==> config.mk <==
export PLATFORM = sky130hd
export DESIGN_NAME = rf_write_arbiter
export DESIGN_NICKNAME = d
export VERILOG_FILES = /design/src/rtl/rf_write_arbiter.sv
export SDC_FILE = /design/constraint.sdc
export NUM_CORES = 1
export LEC_CHECK = 0
export BUFFER_PORTS_ARGS = -buffer_cell sky130_fd_sc_hd__buf_2
export CELL_PAD_IN_SITES_DETAIL_PLACEMENT = 0
export CELL_PAD_IN_SITES_GLOBAL_PLACEMENT = 1
export CORE_MARGIN = 1
export CORE_UTILIZATION = 31
export DETAILED_ROUTE_END_ITERATION = 8
export GPL_ROUTABILITY_DRIVEN = 0
export PLACE_DENSITY = 0.85
export SYNTH_ARGS = -nofsm -noshare
export SYNTH_HDL_FRONTEND = slang
export SYNTH_SLANG_ARGS = --single-unit
==> constraint.sdc <==
create_clock -name clk -period 2.05 [get_ports clk]
set_input_delay 0.41 -clock clk [delete_from_list [all_inputs] [get_ports clk]]
set_output_delay 0.41 -clock clk [all_outputs]
set_load 0.02 [all_outputs]
==> src/rtl/rf_write_arbiter.sv <==
// rf_write_arbiter
//   Shares the single register-file write port between producer A (pipeline
//   writeback) and producer B (multi-cycle mult/div unit). A has fixed
//   priority. A saturating counter of consecutive B-stall cycles forces B to
//   win once it reaches STARVE_LIMIT. The granted write is registered for one
//   cycle and then driven onto the register-file write port.
//
//   Optional feature, selected by the macro RF_WRITE_ARB_BYPASS_EN:
//     Adds byp_raddr1/byp_raddr2 inputs and byp_hit1/byp_hit2 outputs. These
//     flag when a decode read port matches the write that is on the port this
//     cycle, so decode can forward rf_wdata. Without the macro those ports and
//     that logic are absent.
//
// Handshake (valid/ready, applies to both A and B):
//   A transfer happens on a rising edge where valid && ready are both high.
//   ready is combinational from the starvation counter and the other side's
//   valid. It never depends on the requester's own valid. A requester that
//   is holding valid high without ready must keep addr/data stable.

module rf_write_arbiter #(
  parameter int DATA_W       = 32,
  parameter int ADDR_W       = 5,
  parameter int STARVE_LIMIT = 4,
  parameter int CNT_W        = 3
) (
  input  logic              clk,
  input  logic              rst_n,
  input  logic              a_valid,
  output logic              a_ready,
  input  logic [ADDR_W-1:0] a_addr,
  input  logic [DATA_W-1:0] a_data,
  input  logic              b_valid,
  output logic              b_ready,
  input  logic [ADDR_W-1:0] b_addr,
  input  logic [DATA_W-1:0] b_data,
  output logic              rf_we,
  output logic [ADDR_W-1:0] rf_waddr,
  output logic [DATA_W-1:0] rf_wdata,
  output logic              rf_src_b,
  output logic [CNT_W-1:0]  starve_cnt
`ifdef RF_WRITE_ARB_BYPASS_EN
  ,
  input  logic [ADDR_W-1:0] byp_raddr1,
  input  logic [ADDR_W-1:0] byp_raddr2,
  output logic              byp_hit1,
  output logic              byp_hit2
`endif
);

  localparam logic [CNT_W-1:0]  LIMIT = CNT_W'(STARVE_LIMIT);
  localparam logic [ADDR_W-1:0] ZERO_ADDR = '0;

  logic              rf_we_q,      rf_we_d;
  logic [ADDR_W-1:0] rf_waddr_q,   rf_waddr_d;
  logic [DATA_W-1:0] rf_wdata_q,   rf_wdata_d;
  logic              rf_src_b_q,   rf_src_b_d;
  logic [CNT_W-1:0]  starve_cnt_q, starve_cnt_d;

  logic              force_b;
  logic              a_acc;
  logic              b_acc;
  logic [ADDR_W-1:0] win_addr;
  logic [DATA_W-1:0] win_data;

  // Grant decision: A wins by default, and B wins once the counter has saturated.
  always_comb begin
    force_b  = (starve_cnt_q == LIMIT);
    a_ready  = ~force_b | ~b_valid;
    b_ready  = ~a_valid | force_b;
    a_acc    = a_valid & a_ready;
    b_acc    = b_valid & b_ready;
    win_addr = b_acc ? b_addr : a_addr;
    win_data = b_acc ? b_data : a_data;
  end

  // Next-state for the registered write port and the starvation counter.
  always_comb begin
    rf_we_d      = 1'b0;
    rf_waddr_d   = rf_waddr_q;
    rf_wdata_d   = rf_wdata_q;
    rf_src_b_d   = rf_src_b_q;
    starve_cnt_d = starve_cnt_q;

    if (a_acc || b_acc) begin
      // Register 0 is hardwired; accept the write but never enable it.
      rf_we_d    = (win_addr != ZERO_ADDR);
      rf_waddr_d = win_addr;
      rf_wdata_d = win_data;
      rf_src_b_d = b_acc;
    end

    if (b_valid && !b_ready) begin
      if (starve_cnt_q != LIMIT) begin
        starve_cnt_d = starve_cnt_q + 1'b1;
      end
    end else begin
      starve_cnt_d = '0;
    end
  end

  // State registers. An asynchronous reset drops any pending write.
  always_ff @(posedge clk or negedge rst_n) begin
    if (!rst_n) begin
      rf_we_q      <= 1'b0;
      rf_waddr_q   <= '0;
      rf_wdata_q   <= '0;
      rf_src_b_q   <= 1'b0;
      starve_cnt_q <= '0;
    end else begin
      rf_we_q      <= rf_we_d;
      rf_waddr_q   <= rf_waddr_d;
      rf_wdata_q   <= rf_wdata_d;
      rf_src_b_q   <= rf_src_b_d;
      starve_cnt_q <= starve_cnt_d;
    end
  end

  // Drive the registered values onto the output ports.
  always_comb begin
    rf_we      = rf_we_q;
    rf_waddr   = rf_waddr_q;
    rf_wdata   = rf_wdata_q;
    rf_src_b   = rf_src_b_q;
    starve_cnt = starve_cnt_q;
  end

`ifdef RF_WRITE_ARB_BYPASS_EN
  // Forwarding hit detection. rf_we is never set for register 0, so register 0 never hits.
  always_comb begin
    byp_hit1 = rf_we_q && (rf_waddr_q == byp_raddr1) && (byp_raddr1 != ZERO_ADDR);
    byp_hit2 = rf_we_q && (rf_waddr_q == byp_raddr2) && (byp_raddr2 != ZERO_ADDR);
  end
`endif

endmodule

==> flow_metrics.env, run 1 <==
export IMPL_yosysTopAreaCell="dfrtp_1"
export IMPL_syn_area_um2=1948
export IMPL_report_final_setup_viol=0
export IMPL_p_total_mw=1.914
export IMPL_drcViolationCount=0
export IMPL_insertion_delay_ns=0.29
export IMPL_synth_compound_area_share_pct=22.16
export IMPL_synthSimpleGateAreaFrac_pct=16.44
export IMPL_clockBufferDepth=2
export IMPL_grt_pass1_wl_um=8314
export IMPL_num_vias=1857
export IMPL_multi_input_area_um2=788.3
export IMPL_drtPass1Iterations=4
export IMPL_yosys_warnings=0
export IMPL_grt_max_degree=44
export IMPL_p_per_area_nw_per_um2=710.1
export IMPL_grt_total_usage_pct=16.69
export IMPL_cts_htree_levels=2
export IMPL_root_buffer="clkbuf_8"
export IMPL_synth_xor_area_share_pct=0.4496
export IMPL_nFillCells=597
export IMPL_p_leak_nw=1.457
export IMPL_synth_fa_ha_area_share_pct=1.285
export IMPL_worstMarginPinSlew_ns=0.8956
export IMPL_clock_skew_ns=0.008047
export IMPL_final_nets=366
export IMPL_yosys_register_bits=42
export IMPL_hold_path_class="input port to async pin"
export IMPL_async_flop_share_pct=100.0
export IMPL_r2r_slack_ns=0.36
export IMPL_r2r_end="rf_wdata[6]"
export IMPL_synth_edff_count=0
export IMPL_fin_crit_sh_pct=93.34
export IMPL_synth_top_area_share_pct=53.95
export IMPL_cp_arrival_ns=1.50
export IMPL_drtAntennaViolNets=0
export IMPL_drive_gt1_share_pct=48.08
export IMPL_cts_tree="yes"
export IMPL_grt_pass1_vias=1725
export IMPL_dpl_hpwl_um=3948
export IMPL_fin_crit_ns=1.913
export IMPL_cap_violations=0
export IMPL_die_x_um=81.28
export IMPL_ir_worst_vdd_mv=0.3521
export IMPL_first_iter_violations=103
export IMPL_clk_pin_slew_ns=0.08
export IMPL_crit_type="flop to output port"
export IMPL_port_buffers=121
export IMPL_syn_area_per_cell_um2=11.60
export IMPL_r2r_start="starve_cnt[0]"
export IMPL_critPathLaunchType="flop"
export IMPL_cts_buffers_inserted=5
export IMPL_yosysSeqAreaShare_pct=53.95
export IMPL_reg2reg_depth=6
export IMPL_rows=28
export IMPL_antenna_found_initial=0
export IMPL_layout_common_cells="121 x buf_2, 42 x dfrtp_1, 33 x and3_1"
export IMPL_hold_violations=0
export IMPL_num_io_pins=122
export IMPL_syn_to_final_growth_pct=38.34
export IMPL_crit_start="starve_cnt[0]"
export IMPL_synthTopCellsByArea="dfrtp_1 54%, a221o_1 16%, and3_1 11%, a211oi_1 2.3%, buf_6 2.3%"
export IMPL_synth_main_ff_cell="dfrtp_1"
export IMPL_maxSlewViolCount=0
export IMPL_end_kind="output port"
export IMPL_crit_slowest_cell="dfrtp_1"
export IMPL_drt_wirelength_per_cell_um=14.73
export IMPL_regArea_um2=1051
export IMPL_relSlewSlack_pct=40.23
export IMPL_cts_sinks=42
export IMPL_diodes=0
export IMPL_outcome="finished clean"
export IMPL_synth_top_family_by_area="compound AO/OA/AOI/OAI gates"
export IMPL_max_freq_ghz=0.5226
export IMPL_vias_per_cell=5.130
export IMPL_post_cts_buffers=0
export IMPL_cp_slowest_stage_delay_ns=0.39
export IMPL_synthDistinctLibCells=22
export IMPL_cp_data_required_time_ns=1.64
export IMPL_dieArea_um2=6606
export IMPL_core_um2=5991
export IMPL_initial_core_util_pct=32.52
export IMPL_critPathMaxFanout=33
export IMPL_overflow=0
export IMPL_tns_ns=0
export IMPL_synth_area_mux_share_pct=0
export IMPL_postRouteWirelength_um=5332
export IMPL_grt_setup_unrepaired="false"
export IMPL_path_cells="inv_1, ha_1, nand3_1, buf_8, buf_2"
export IMPL_synth_cells=168
export IMPL_synth_fp_nets=248
export IMPL_final_common_cell="buf_2"
export IMPL_die_h_um=81.28
-- critical path, delay by kind of cell (launching register included) --
| family | cells | cell delay [ns] |
|---|---|---|
| buffers and inverters | 3 | 0.45 |
| DFF | 1 | 0.39 |
| adders and majority gates | 1 | 0.24 |
| and+or+nand+nor | 1 | 0.13 |
-- cells in the mapped netlist, types with 2 or more instances --
| master | n |
|---|---|
| a211oi_1 | 6 |
| a221o_1 | 32 |
| a31oi_1 | 5 |
| and3_1 | 33 |
| buf_6 | 4 |
| clkbuf_1 | 11 |
| dfrtp_1 | 42 |
| ha_1 | 2 |
| inv_1 | 3 |
| nand2_1 | 11 |
| nor2_1 | 4 |
| nor2b_1 | 5 |
-- stage by stage --
step	utilization (%)	std cells	setup slack, ns	hold slack (ns)	cell area [um^2]
finish	44.99	362	0.1366	0.09581	2695
detailed placement	43.42	354	0.1787	0.4468	2601
global route	44.99	362	0.01268	0.1377	2695
CTS	44.86	362	0.03145	0.1235	2688
global placement	43.42	354	0.2510	0.4300	2601
floorplan	-	168	0.1410	0.1144	1948
-- cells by family (layout without fill, tap and decap cells) --
family,count (synthesis),after routing
AO/OA/AOI/OAI,46,46
AND/OR/NAND/NOR,57,57
adder cells (fa/ha/maj),2,2
flip-flops,42,42
buffers and inverters,20,139
XOR/XNOR,1,1
-- timing repair --
action                                  in CTS  in global routing
gates resized for setup                      0                  2
endpoints found under the setup margin       0                  1
hold buffers                                 0                  0
-- worst max-delay path by stage --
stage                   end  slack (ns)
2_1_floorplan   rf_wdata[0]        0.14
3_3_place_gp   rf_wdata[19]        0.25
3_5_place_dp   rf_wdata[13]        0.18
4_1_cts             a_ready        0.03
5_1_grt             a_ready        0.01
6_report            a_ready        0.14
-- layer usage --
metal / track usage [%] / wire length [um] / vias up / share of wire, %
li1: - / - / 887 / -
met1: 21.86 / 2297 / 869 / 43
met2: 26.42 / 2485 / 89 / 47
met3: 4.494 / 479 / 12 / 9.0
met4: 5.536 / 70 / 0 / 1.3
met5: 0 / 0 / - / 0
-- final cells by class --
cell class                 instances  area share [%]
inverter                           4          0.6500
multi-input combinational        106           29.25
timing repair buffer             127           24.42
clock buffer                       6           2.693
tap                               75           3.482
clock inverter                     2          0.5107
sequential                        42           39.00
-- registers in the layout, summed over array words and instances (netlist names) --
signal	cells
rf_src_b	1
rf_waddr	5
rf_wdata	32
rf_we	1
starve_cnt	3
-- power by group --
group	internal (mW)	switching, mW
clock	0.240	0.284
sequential	0.904	0.0426
combinational	0.194	0.248
Power figures use the tool's default switching activity.
==> run 2, diff against run 1 <==
==> constraint.sdc (replaced) <==
create_clock -name clk -period 2.05 [get_ports clk]
set_input_delay 0.205 -clock clk [delete_from_list [all_inputs] [get_ports clk]]
set_output_delay 0.205 -clock clk [all_outputs]
set_load 0.02 [all_outputs]
==> run 2 against run 1 <==
Against the previous run: utilization shrank 0.063 points; register-to-register slack lost 0.11 ns; sequential power is essentially flat; global-route usage is essentially flat; first-iteration DRC count shrank 26%; clock skew shrank 0.0048 ns; non-clock buffer count shrank 1; wire length grew 1.1%; final cell count shrank 0.28%; largest power group unchanged.
==> flow_metrics.env, run 2 (synthesized netlist as in run 1, its figures left out) <==
export IMPL_drive_gt1_share_pct=47.90
export IMPL_outcome="finished clean"
export IMPL_end_kind="flop"
export IMPL_first_iter_violations=76
export IMPL_final_nets=365
export IMPL_num_vias=1887
export IMPL_critPathCapture="rf_wdata[14]"
export IMPL_place_ws_ns=0.2568
export IMPL_fin_crit_sh_pct=87.73
export IMPL_cp_data_required_time_ns=2.22
export IMPL_postRouteWirelength_um=5390
export IMPL_die_h_um=81.28
export IMPL_relSlewSlack_pct=66.64
export IMPL_cp_arrival_ns=1.97
export IMPL_syn_to_final_growth_pct=38.15
export IMPL_critPathTopFamily="compound AO/OA/AOI/OAI gates"
export IMPL_fin_area_um2=2691
export IMPL_p_per_area_nw_per_um2=722.1
export IMPL_drt_wirelength_per_cell_um=14.93
export IMPL_grt_total_usage_pct=16.65
export IMPL_overflow=0
export IMPL_maxSlewViolCount=0
export IMPL_dpl_hpwl_um=3882
export IMPL_core_um2=5991
export IMPL_cap_violations=0
export IMPL_num_io_pins=122
export IMPL_grt_pass1_vias=1737
export IMPL_critPathMaxFanout=34
export IMPL_p_total_mw=1.943
export IMPL_antenna_found_initial=0
export IMPL_die_x_um=81.28
export IMPL_crit_start="starve_cnt[0]"
export IMPL_drtAntennaViolNets=0
export IMPL_path_cells="inv_1, ha_1, a21boi_4, inv_4, and2_4, a221o_1"
export IMPL_place_area_um2=2586
export IMPL_nFillCells=604
export IMPL_vias_per_cell=5.227
export IMPL_r2r_start="starve_cnt[0]"
export IMPL_drcViolationCount=0
export IMPL_grt_max_degree=41
export IMPL_cp_num_cells=6
export IMPL_hold_path_class="input port to flop"
export IMPL_final_common_cell="buf_2"
export IMPL_cp_slowest_stage_delay_ns=0.39
export IMPL_min_from="b_data[25]"
export IMPL_grt_setup_unrepaired="false"
export IMPL_tns_ns=0
export IMPL_diodes=0
export IMPL_dieArea_um2=6606
export IMPL_report_final_setup_viol=0
export IMPL_cts_htree_levels=2
export IMPL_clock_skew_ns=0.003251
export IMPL_largest_reg_flops=32
export IMPL_clockBufferDepth=2
export IMPL_drtPass1Iterations=4
export IMPL_cts_tree="yes"
export IMPL_r2r_end="rf_wdata[14]"
export IMPL_initial_core_util_pct=32.52
export IMPL_crit_buf_inv=2
export IMPL_worstMarginPinSlew_ns=0.5003
export IMPL_cts_resized=0
export IMPL_grt_pass1_wl_um=8397
export IMPL_ir_worst_vdd_mv=0.2823
export IMPL_p_leak_nw=1.450
export IMPL_hold_buffers=1
export IMPL_rows=28
export IMPL_port_buffers=121
export IMPL_crit_type="flop to flop"
export IMPL_root_buffer="clkbuf_8"
export IMPL_insertion_delay_ns=0.29
export IMPL_critPathLaunchType="flop"
export IMPL_layout_common_cells="121 x buf_2, 42 x dfrtp_1, 33 x and3_1"
export IMPL_fin_util_pct=44.92
export IMPL_reg2reg_depth=6
export IMPL_cts_sinks=42
export IMPL_fin_crit_ns=1.798
export IMPL_clk_pin_slew_ns=0.08
export IMPL_post_cts_buffers=0
export IMPL_cts_buffers_inserted=5
export IMPL_max_freq_ghz=0.5560
export IMPL_setup_slack_ns=0.2516
export IMPL_crit_slowest_cell="dfrtp_1"
export IMPL_hold_violations=0
export IMPL_r2r_slack_ns=0.25
## run 2: cell count changes in the layout (fill, tap and decap cells not counted), sizes merged
cell	before	now
buf	127	125
clkinv	2	1
clkinvlp	0	1
dlygate4sd3	0	1
## run 2: metal layers
metal | vias up | GRT usage (%) | wire length (um)
li1 | 886 | - | -
met4 | 0 | 3.750 | 41
met2 | 87 | 27.00 | 2489
met1 | 909 | 21.91 | 2382
met5 | - | 0 | 0
met3 | 5 | 4.607 | 477
## run 2: worst min path at each step
stage,to,cells past startpoint
detailed placement,rf_wdata[19],1
global route,rf_wdata[25],2
finish,rf_wdata[25],2
CTS,rf_wdata[25],2
floorplan,rf_src_b,0
global placement,rf_wdata[19],1
## run 2: area by class of cell
| cell class | count | area, um^2 | area share (%) |
|---|---|---|---|
| Clock buffer | 6 | 82.58 | 3.068 |
| Sequential cell | 42 | 1051 | 39.05 |
| Multi-Input combinational cell | 106 | 788.3 | 29.29 |
| Tap cell | 75 | 93.84 | 3.487 |
| Inverter | 4 | 17.52 | 0.6509 |
| Clock inverter | 2 | 12.51 | 0.4649 |
| Timing Repair Buffer | 126 | 645.6 | 23.99 |
## run 2: power by group
group / total [mW] / switching, mW / internal [mW] / leakage (nW)
clock network: 0.555 / 0.285 / 0.271 / 0.0472
logic: 0.442 / 0.249 / 0.193 / 0.894
registers: 0.946 / 0.0420 / 0.904 / 0.509
total: 1.94 / 0.576 / 1.37 / 1.45
## run 2: through the flow
| stage | std cells | hold slack (ns) |
|---|---|---|
| 5_1_grt | 361 | 0.1266 |
| 3_5_place_dp | 352 | 0.2123 |
| 3_3_place_gp | 352 | 0.1949 |
| 6_report | 361 | 0.1389 |
| 4_1_cts | 361 | 0.1248 |
| 2_1_floorplan | 168 | -0.09059 |
## run 2: worst reg2reg max path: cells and delay by family (launching register included)
| family | cells | cell delay [ns] |
|---|---|---|
| buffers and inverters | 2 | 0.15 |
| AO/OA/AOI/OAI | 2 | 0.63 |
| flip-flops | 1 | 0.39 |
| AND/OR/NAND/NOR | 1 | 0.29 |
| adder cells (fa/ha/maj) | 1 | 0.24 |
==> run 3, diff against run 2 <==
- BUFFER_PORTS_ARGS: -buffer_cell sky130_fd_sc_hd__buf_2 -> -buffer_cell sky130_fd_sc_hd__buf_4
==> run 3 against run 2 <==
Against the previous run: critical path depth is the same; worst hold slack hardly changed; setup slack got worse by 0.031 ns; largest cell class unchanged; largest power group unchanged; highest routed layer unchanged; via count grew 2.2%.
==> flow_metrics.env, run 3 (synthesized netlist as in run 1, its figures left out) <==
export IMPL_dpl_hpwl_um=4211
export IMPL_antenna_found_initial=0
export IMPL_layout_common_cells="124 x buf_4, 42 x dfrtp_1, 33 x and3_1"
export IMPL_drtAntennaViolNets=0
export IMPL_insertion_delay_ns=0.29
export IMPL_cts_htree_levels=2
export IMPL_r2r_slack_ns=0.22
export IMPL_core_um2=5991
export IMPL_fin_crit_sh_pct=89.22
export IMPL_p_per_area_nw_per_um2=681.6
export IMPL_dr_max_layer_used="met4"
export IMPL_final_nets=364
export IMPL_critPathLaunchType="flop"
export IMPL_diodes=0
export IMPL_clockBufferDepth=2
export IMPL_drt_wirelength_per_cell_um=16.23
export IMPL_cp_arrival_ns=1.99
export IMPL_cap_violations=0
export IMPL_outcome="finished clean"
export IMPL_syn_to_final_growth_pct=53.31
export IMPL_grt_total_usage_pct=17.67
export IMPL_overflow=0
export IMPL_cts_buffers_inserted=5
export IMPL_postRouteWirelength_um=5841
export IMPL_critPathMaxFanout=34
export IMPL_worstMarginPinSlew_ns=0.9178
export IMPL_max_freq_ghz=0.5468
export IMPL_relSlewSlack_pct=38.75
export IMPL_swShare_pct=28.73
export IMPL_fin_crit_ns=1.829
export IMPL_grt_max_degree=43
export IMPL_p_leak_nw=1.544
export IMPL_cts_sinks=42
export IMPL_r2r_end="rf_wdata[18]"
export IMPL_rows=28
export IMPL_grt_pass1_vias=1841
export IMPL_p_int_mw=1.451
export IMPL_cts_tree="yes"
export IMPL_cp_data_required_time_ns=2.21
export IMPL_hold_violations=0
export IMPL_clk_pin_slew_ns=0.08
export IMPL_clock_skew_ns=0.007228
export IMPL_dieArea_um2=6606
export IMPL_reg2reg_depth=6
export IMPL_maxSlewViolCount=0
export IMPL_die_x_um=81.28
export IMPL_tns_ns=0
export IMPL_drive_gt1_share_pct=47.72
export IMPL_crit_type="flop to flop"
export IMPL_num_io_pins=122
export IMPL_drtPass1Iterations=4
export IMPL_nFillCells=550
export IMPL_met1_length_um=2334
export IMPL_cts_resized=0
export IMPL_end_kind="flop"
export IMPL_seqPwrFrac_pct=46.8
export IMPL_hold_path_class="input port to flop"
export IMPL_largest_reg_flops=32
export IMPL_first_iter_violations=83
export IMPL_power_frac_comb_pct=25.9
export IMPL_initial_core_util_pct=32.52
export IMPL_final_common_cell="buf_4"
export IMPL_dr_wl_met3_um=554
export IMPL_num_vias=1928
export IMPL_port_buffers=121
export IMPL_drcViolationCount=0
export IMPL_vias_per_cell=5.356
export IMPL_p_switching_mw=0.5849
export IMPL_critPathCapture="rf_wdata[18]"
export IMPL_die_h_um=81.28
export IMPL_clockPowerShare_pct=27.3
export IMPL_grt_setup_unrepaired="false"
export IMPL_root_buffer="clkbuf_8"
export IMPL_report_final_setup_viol=0
export IMPL_ir_worst_vdd_mv=0.3031
export IMPL_grt_pass1_wl_um=8907
export IMPL_crit_start="starve_cnt[0]"
export IMPL_whs_ns=0.1389
export IMPL_r2r_start="starve_cnt[0]"
export IMPL_dr_wl_met2_um=2935
run 3: critical path, stage by stage, from the launching register on:
cell      delay [ns]
dfrtp_1         0.39
inv_1           0.06
ha_1            0.24
a21boi_4        0.28
inv_4           0.09
and2_4          0.28
a221o_1         0.36
run 3: worst min-delay path by stage:
stage                     startpoint           end  slack [ns]  depth (start not counted)
after detailed placement       rst_n  rf_wdata[19]        0.23                          1
after global routing       b_data[7]   rf_wdata[7]        0.13                          2
after floorplan                rst_n      rf_src_b       -0.09                          0
final                      b_data[4]   rf_wdata[4]        0.14                          2
after global placement         rst_n  rf_wdata[19]        0.22                          1
after CTS                  b_data[5]   rf_wdata[5]        0.13                          2
run 3: final cells by class:
class | instances | area (um^2) | share of cell area [%]
Sequential cell | 42 | 1051 | 35.19
Clock buffer | 6 | 82.58 | 2.765
Timing Repair Buffer | 125 | 940.9 | 31.50
Multi-Input combinational cell | 106 | 788.3 | 26.39
Inverter | 4 | 17.52 | 0.5865
Clock inverter | 2 | 12.51 | 0.4189
Tap cell | 75 | 93.84 | 3.142
run 3: power by group through the flow:
stage	combinational [mW]	clock (mW)	sequential [mW]
after global placement	0.523	0	0.966
after CTS	0.535	0.576	0.953
final	0.527	0.557	0.952
after detailed placement	0.533	0	0.968
after global routing	0.566	0.615	0.963
after floorplan	0.152	0	1.06
run 3: metrics by stage:
stage | instance area (um^2) | instances | setup slack, ns | util, % | total power, mW
2_1_floorplan | 1948 | 168 | 0.1410 | - | 1.208
3_3_place_gp | 2882 | 351 | 0.3257 | 48.10 | 1.489
3_5_place_dp | 2882 | 351 | 0.2188 | 48.10 | 1.501
4_1_cts | 2987 | 360 | 0.1995 | 49.85 | 2.063
5_1_grt | 2987 | 360 | 0.1162 | 49.85 | 2.144
6_report | 2987 | 360 | 0.2211 | 49.85 | 2.036
run 3: repair_timing:
action,in CTS,in global routing
setup buffers,0,0
hold endpoints to repair,42,0
hold buffers,1,0
run 3: metal layers:
layer	track usage, %	up-vias
li1	-	885
met4	3.750	0
met1	21.97	956
met3	5.506	2
met2	29.83	85
met5	0	-
